### src/rtl/ahb_arbiter.sv
// ahb_arbiter: four-master AHB bus arbiter with burst, INCR-length and locked
// transfer tracking.
//
// Ports
//   HCLK       in   bus clock, rising-edge
//   HRESETn    in   asynchronous active-low reset
//   HBUSREQ    in   [3:0] per-master bus request
//   HLOCK      in   [3:0] per-master locked-transfer request
//   HTRANS     in   [1:0] transfer type of the address-phase owner
//   HBURST     in   [2:0] burst type of the address-phase owner
//   HREADY     in   bus ready
//   HGRANT     out  [3:0] one-hot grant (never all-zero)
//   HMASTER    out  [1:0] address-phase owner index (lags HGRANT by one ready beat)
//   HMASTLOCK  out  owner is performing a locked sequence
//
// Configuration
//   AHB_ARB_ROUND_ROBIN_EN  defined   : rotating priority, search starts after the
//                                       last granted master
//                           undefined : fixed priority, master 0 highest
module ahb_arbiter #(
  parameter int DEFAULT_MST = 0,
  parameter int INCR_MAX    = 16
) (
  input  logic       HCLK,
  input  logic       HRESETn,
  input  logic [3:0] HBUSREQ,
  input  logic [3:0] HLOCK,
  input  logic [1:0] HTRANS,
  input  logic [2:0] HBURST,
  input  logic       HREADY,
  output logic [3:0] HGRANT,
  output logic [1:0] HMASTER,
  output logic       HMASTLOCK
);

  typedef enum logic [1:0] {
    PARK   = 2'd0,
    OWN    = 2'd1,
    BURST  = 2'd2,
    LOCKED = 2'd3
  } state_t;

  // BUSY (2'b01) needs no decode: it is simply neither a beat nor IDLE.
  localparam logic [1:0] TR_IDLE   = 2'b00;
  localparam logic [1:0] TR_NONSEQ = 2'b10;
  localparam logic [1:0] TR_SEQ    = 2'b11;
  localparam logic [1:0] DEF_IDX   = 2'(DEFAULT_MST);
  localparam logic [4:0] INCR_LEN  = 5'(INCR_MAX);

  state_t     state, state_nxt;
  logic [1:0] own_idx, own_nxt;
  logic [4:0] beat_cnt, beat_nxt;
  logic [3:0] cand;
  logic [1:0] search_start;
  logic [1:0] win_idx;
  logic       win_vld, win_lock;
  logic       arb_pt, beat_acc, burst_start, owner_quit;
  logic [4:0] burst_len;

  function automatic logic [4:0] burst_len_f(input logic [2:0] burst);
    case (burst)
      3'b000:         return 5'd1;
      3'b001:         return INCR_LEN;
      3'b010, 3'b011: return 5'd4;
      3'b100, 3'b101: return 5'd8;
      default:        return 5'd16;
    endcase
  endfunction

  // First set bit of cand, scanning upward (modulo 4) from start.
  function automatic logic [1:0] pick(input logic [3:0] req, input logic [1:0] start);
    logic [1:0] idx;
    logic [1:0] res;
    res = start;
    for (int i = 3; i >= 0; i--) begin
      idx = start + 2'(i);
      if (req[idx]) res = idx;
    end
    return res;
  endfunction

`ifdef AHB_ARB_ROUND_ROBIN_EN
  logic [1:0] rr_ptr;

  always_ff @(posedge HCLK or negedge HRESETn) begin
    if (!HRESETn)                rr_ptr <= DEF_IDX;
    else if (own_nxt != own_idx) rr_ptr <= own_nxt;
  end

  assign search_start = rr_ptr + 2'd1;
`else
  assign search_start = 2'd0;
`endif

  // Masters asking for a locked sequence win over plain requesters.
  assign cand     = (|(HBUSREQ & HLOCK)) ? (HBUSREQ & HLOCK) : HBUSREQ;
  assign win_vld  = |HBUSREQ;
  assign win_idx  = pick(cand, search_start);
  assign win_lock = HLOCK[win_idx] & HBUSREQ[win_idx];

  assign burst_len   = burst_len_f(HBURST);
  assign beat_acc    = HREADY && (HTRANS == TR_NONSEQ || HTRANS == TR_SEQ);
  assign burst_start = HREADY && (HTRANS == TR_NONSEQ) && (burst_len > 5'd1);
  assign owner_quit  = !HBUSREQ[own_idx] && (HTRANS == TR_IDLE);

  always_comb begin
    state_nxt = state;
    own_nxt   = own_idx;
    beat_nxt  = beat_cnt;
    arb_pt    = 1'b0;
    if (HREADY) begin
      case (state)
        PARK: arb_pt = 1'b1;
        OWN: begin
          // The NONSEQ of a burst is its first beat, so the counter holds the
          // beats still to come; the last beat is the one accepted at count 1.
          if (burst_start) begin
            state_nxt = BURST;
            beat_nxt  = burst_len - 5'd1;
          end else begin
            arb_pt = 1'b1;
          end
        end
        BURST: begin
          if (burst_start) begin
            beat_nxt = burst_len - 5'd1;
          end else if (HTRANS == TR_NONSEQ) begin
            state_nxt = OWN;
            beat_nxt  = 5'd0;
          end else if (beat_acc) begin
            if (beat_cnt <= 5'd1) arb_pt = 1'b1;
            else                  beat_nxt = beat_cnt - 5'd1;
          end else if (owner_quit) begin
            arb_pt = 1'b1;
          end
        end
        LOCKED: if (!HLOCK[own_idx]) arb_pt = 1'b1;
        default: arb_pt = 1'b1;
      endcase
      if (arb_pt) begin
        beat_nxt = 5'd0;
        if (win_vld) begin
          own_nxt   = win_idx;
          state_nxt = win_lock ? LOCKED : OWN;
        end else begin
          own_nxt   = DEF_IDX;
          state_nxt = PARK;
        end
      end
    end
  end

  always_ff @(posedge HCLK or negedge HRESETn) begin
    if (!HRESETn) begin
      state     <= PARK;
      own_idx   <= DEF_IDX;
      beat_cnt  <= 5'd0;
      HMASTER   <= DEF_IDX;
      HMASTLOCK <= 1'b0;
    end else begin
      state    <= state_nxt;
      own_idx  <= own_nxt;
      beat_cnt <= beat_nxt;
      // Address phase follows the grant one accepted beat later.
      if (HREADY) begin
        HMASTER   <= own_idx;
        HMASTLOCK <= HLOCK[own_idx];
      end
    end
  end

  assign HGRANT = 4'b0001 << own_idx;

endmodule

### config.mk
export PLATFORM = sky130hd
export DESIGN_NAME = ahb_arbiter
export DESIGN_NICKNAME = d
export VERILOG_FILES = /design/src/rtl/ahb_arbiter.sv
export SDC_FILE = /design/constraint.sdc
export NUM_CORES = 1
export LEC_CHECK = 0
export CORE_ASPECT_RATIO = 1.25
export CORE_MARGIN = 2
export CORE_UTILIZATION = 52
export CTS_BUF_LIST = sky130_fd_sc_hd__clkbuf_4
export DETAILED_ROUTE_END_ITERATION = 10
export GPL_TIMING_DRIVEN = 0
export PLACE_DENSITY = 0.82
export SYNTH_ARGS = -nofsm -noshare
export SYNTH_HDL_FRONTEND = slang
export SYNTH_SLANG_ARGS = --single-unit
### constraint.sdc
create_clock -name HCLK -period 2.2 [get_ports HCLK]
set_input_delay 0.44 -clock HCLK [delete_from_list [all_inputs] [get_ports HCLK]]
set_output_delay 0.44 -clock HCLK [all_outputs]
set_load 0.03 [all_outputs]
==> results_tabular.tex <==
\begin{tabular}{lr}
\hline
Metric & Value \\
\hline
\multicolumn{2}{l}{\textbf{Floorplanning}} \\
\quad Die Height & 54.1 microns \\
\quad Area of the die & 2380 sq um \\
\quad Die W & 44.0 microns \\
\quad Area of the core region & 1940 sq um \\
\quad Initial cell density of the core & 53.8\% \\
\quad FP Rows & 18 \\
\quad Top-Level Pins & 23 \\
\multicolumn{2}{l}{\textbf{Clock network}} \\
\quad Clock Tree Root & sky130\_fd\_sc\_hd\_\_clkbuf\_4 \\
\quad Clock transition at the registers of the reported paths & 0.08 ns \\
\quad CTS tree & done \\
\quad Number of levels the H-tree was split into & 1 \\
\quad Clock latency at the later pin of the worst-skew pair & 0.27 ns \\
\quad Number of CTS-inserted buffers & 3 \\
\quad Hold buffer count at cts & 0 \\
\quad Number of clock sinks & 12 \\
\quad Clock Path Buffers & 2 \\
\multicolumn{2}{l}{\textbf{Logic synthesis}} \\
\quad Post-synthesis simple-gate area fraction & 24.0\% \\
\quad Post-synthesis cell area & 1040 sq um \\
\quad Multiplexer area fraction after synthesis & 11.5\% \\
\quad Synth Flop Type & sky130\_fd\_sc\_hd\_\_dfrtp\_1 \\
\quad Adder-cell area share of the yosys netlist & 3.60\% \\
\quad Synth Warn \# & 0 \\
\quad Post-Synthesis Mean Instance Area & 9.06 sq um \\
\quad Cell taking the most area after synthesis & sky130\_fd\_sc\_hd\_\_dfrtp\_1 \\
\quad Post-synthesis sequential area ratio & 28.8\% \\
\quad Number of library cell types mapped by synthesis & 45 \\
\quad Largest cells by area after synthesis & sky130\_fd\_sc\_hd\_\_dfrtp\_1 29\%, sky130\_fd\_sc\_hd\_\_mux2\_2 6.5\%, sky130\_fd\_sc\_hd\_\_nor2\_1 5.0\% \\
\quad Largest family of logic cells by synthesized area & compound AO/OA/AOI/OAI gates \\
\quad Share of flip-flops with an asynchronous set or reset after synthesis & 100\% \\
\quad \#FFs+latches synth & 12 \\
\quad Synthesized-area fraction occupied by ao, oa, aoi and oai cells & 25.2\% \\
\quad Area share of the leading cell type in the synthesized netlist & 28.8\% \\
\quad Number of synthesized flops with an enable pin & 0 \\
\quad Number of instances in the synthesized netlist & 115 \\
\quad Synth Area in XOR/XNOR & 1.68\% \\
\quad Post-Syn Nets & 134 \\
\multicolumn{2}{l}{\textbf{Critical path}} \\
\quad Endpoint type of the worst setup path & flip-flop \\
\quad RR Endpoint & own\_idx[0]\$\_DFFE\_PN0P\_ \\
\quad Data arrival time of the critical path & 2.29 ns \\
\quad Capturing instance or port of the critical path & own\_idx[0]\$\_DFFE\_PN0P\_ \\
\quad Worst reg-to-reg path cell count & 5 \\
\quad Register-to-register setup slack & 0.17 ns \\
\quad CP peak stage delay & 0.55 ns \\
\quad Crit. Startpoint & HLOCK[3] \\
\quad Critical path launch point type & input port \\
\quad Worst Path Class, Setup & in2reg \\
\quad Library cell contributing the largest single delay on the critical path & sky130\_fd\_sc\_hd\_\_mux4\_2 \\
\quad Data required time of the critical path & 2.37 ns \\
\quad R2R Path Start & own\_idx[1]\$\_DFFE\_PN0P\_ \\
\quad Cell Chain, Critical Path & clkdlybuf4s50\_1 -> mux4\_2 -> nand3\_4 -> nand2\_1 -> nor3b\_2 -> mux2\_2 \\
\quad Crit path max fanout & 4 \\
\multicolumn{2}{l}{\textbf{Timing}} \\
\quad Worst clock skew & 0.00566 ns \\
\quad Tightest Pin Transition & 0.538 ns \\
\quad Final sum of negative setup slack & 0 ns \\
\quad Maximum clock frequency & 0.471 GHz \\
\quad Number of max-slew violations in the final report & 0 \\
\quad Minimum clock period & 2.12 ns \\
\quad Final Hold Violating Endpoints & 0 \\
\quad Headroom to the max-slew limit & 64.0\% \\
\quad Final Cycle Share & 96.5\% \\
\quad Final setup vio count & 0 \\
\multicolumn{2}{l}{\textbf{Worst hold path}} \\
\quad Kind of path behind the tightest hold check & in2async \\
\multicolumn{2}{l}{\textbf{Layout}} \\
\quad Post-Layout Cell Count & 161 \\
\quad Commonest non-fill, non-tap cell in the layout & sky130\_fd\_sc\_hd\_\_clkdlybuf4s50\_1 \\
\quad Fill cell total of the finished layout & 162 \\
\quad Layout cells sized above 1 & 17.7\% \\
\quad Number of antenna diodes & 0 \\
\quad Area growth from synthesis to layout & 27.5\% \\
\quad Final \#Nets & 161 \\
\quad Multi-input gate area & 696 sq um \\
\quad Register Area & 300 sq um \\
\quad Most frequent cells in the layout & 17 x sky130\_fd\_sc\_hd\_\_clkdlybuf4s50\_1, 14 x sky130\_fd\_sc\_hd\_\_nor2\_1, 12 x sky130\_fd\_sc\_hd\_\_dfrtp\_1 \\
\quad Final Cell Area & 1330 sq um \\
\multicolumn{2}{l}{\textbf{Placement}} \\
\quad Post-detailed-placement half-perimeter wirelength & 1820 microns \\
\quad Number of buffers added on ports & 21 \\
\quad Placed cells & 156 \\
\quad Area after DPL & 1280 sq um \\
\quad Routability-driven placement congestion ratio & 0.785 \\
\multicolumn{2}{l}{\textbf{GRT}} \\
\quad Maximum number of pins on one net before global-route repair & 13 \\
\quad First-pass GRT wire length & 3560 microns \\
\quad Remaining global-route overflow & 0 \\
\quad Total global routing track utilization & 20.0\% \\
\quad Vias in the first global route & 898 \\
\quad Initial antenna violation count & 0 \\
\multicolumn{2}{l}{\textbf{Outcome}} \\
\quad Result of the run & finished clean \\
\multicolumn{2}{l}{\textbf{Drt}} \\
\quad Iteration count of the initial detailed-routing pass & 4 \\
\quad Per-cell routed wire length & 14.3 microns \\
\quad Count of antenna-violating nets left after detailed routing & 0 \\
\quad Violation count after the first detailed-route iteration & 17 \\
\quad Total DRC errors in the routed layout & 0 \\
\quad Total number of vias & 961 \\
\quad Per-cell via count in the routed design & 5.97 \\
\quad Wirelength, routed & 2310 microns \\
\multicolumn{2}{l}{\textbf{Pwr}} \\
\quad Static leakage & 0.000580 uW \\
\quad Cell Pwr Density & 1160 nW/um\^{}2 \\
\quad Peak ir drop on the vdd network & 0.952 mV \\
\multicolumn{2}{l}{\textbf{Flow run}} \\
\quad Max-cap check violation count & 0 \\
\hline
\end{tabular}
## power breakdown
part / switching (uW) / leakage, uW / internal, uW / total (uW)
Combinational: 498 / 0.000415 / 473 / 972
Clock: 78.6 / 0.0000154 / 65.6 / 144
Sequential: 111 / 0.000150 / 314 / 425
Total: 688 / 0.000580 / 853 / 1540
## synthesized netlist by cell type (2+ instances only)
cell type / number
sky130_fd_sc_hd__nor2_1: 14
sky130_fd_sc_hd__dfrtp_1: 12
sky130_fd_sc_hd__inv_1: 8
sky130_fd_sc_hd__o21ai_0: 7
sky130_fd_sc_hd__mux2_2: 6
sky130_fd_sc_hd__nor3_1: 6
sky130_fd_sc_hd__nand2_1: 5
sky130_fd_sc_hd__a21oi_1: 4
sky130_fd_sc_hd__a22o_2: 3
sky130_fd_sc_hd__ha_1: 3
sky130_fd_sc_hd__mux2i_1: 3
sky130_fd_sc_hd__nor2b_1: 3
sky130_fd_sc_hd__o21bai_1: 3
sky130_fd_sc_hd__a211o_1: 2
sky130_fd_sc_hd__a211oi_1: 2
sky130_fd_sc_hd__a22o_1: 2
sky130_fd_sc_hd__nand2b_1: 2
sky130_fd_sc_hd__nor4_1: 2
sky130_fd_sc_hd__xnor2_1: 2
## critical path, delay by kind of cell
| family | cells | cell delay [ns] |
|---|---|---|
| buffers and inverters | 1 | 0.46 |
| muxes | 2 | 0.91 |
| and+or+nand+nor | 3 | 0.49 |
## layout make-up
cell class	count	share of cell area (%)
Inverter	8	2.26
Clock buffer	3	1.69
Tap cell	20	1.88
Multi-Input combinational cell	92	52.4
Sequential cell	12	22.6
Timing Repair Buffer	22	17.1
Buffer	3	1.79
Clock inverter	1	0.282
## state kept, by name (all words and copies together), names as in the netlist
name and flops:
state 2, own_idx 2, HMASTER 2, beat_cnt 5, HMASTLOCK 1
## routing by layer
metal / part of all wire [%] / routed length (microns) / GRT usage, %
met2: 55 / 1260 / 40.2
met1: 42 / 969 / 20.5
met3: 2.5 / 57 / 3.02
met4: 0.91 / 21 / 6.57
met5: 0 / 0 / 0
## kinds of logic (layout without fill, tap and decap cells)
kind of cell,after synthesis,after routing
mux,10,10
flops,12,12
simple gates,43,43
buf+inv,11,37
xor+xnor,2,2
fa+ha+maj,3,3
compound gates,34,34
## worst min path at each step
stage / from / to / slack (ns) / cells past startpoint
2_1_floorplan: HRESETn / HMASTER[0]$_DFFE_PN0P_ / 0.14 / 0
3_3_place_gp: HMASTER[0]$_DFFE_PN0P_ / HMASTER[0]$_DFFE_PN0P_ / 0.49 / 1
3_5_place_dp: HMASTER[1]$_DFFE_PN0P_ / HMASTER[1]$_DFFE_PN0P_ / 0.50 / 1
4_1_cts: HMASTER[1]$_DFFE_PN0P_ / HMASTER[1]$_DFFE_PN0P_ / 0.52 / 1
5_1_grt: HMASTER[0]$_DFFE_PN0P_ / HMASTER[0]$_DFFE_PN0P_ / 0.54 / 1
6_report: HRESETn / beat_cnt[4]$_DFFE_PN0P_ / 0.51 / 1
## through the flow
step	setup slack [ns]	utilization [%]	hold slack [ns]	power (uW)
final	0.0765	68.6	0.510	1540
after detailed placement	-0.256	66.0	0.498	1380
after floorplan	0.320	-	0.144	1090
after global placement	-0.236	66.0	0.488	1350
after CTS	0.0171	67.3	0.517	1520
after global routing	-0.000763	68.6	0.535	1660
## what timing repair did
action | in CTS | in global routing
setup endpoints to repair | 0 | 4
gates resized for setup | 0 | 6
buffers inserted | 0 | 1
(Power assumes the default switching activity.)
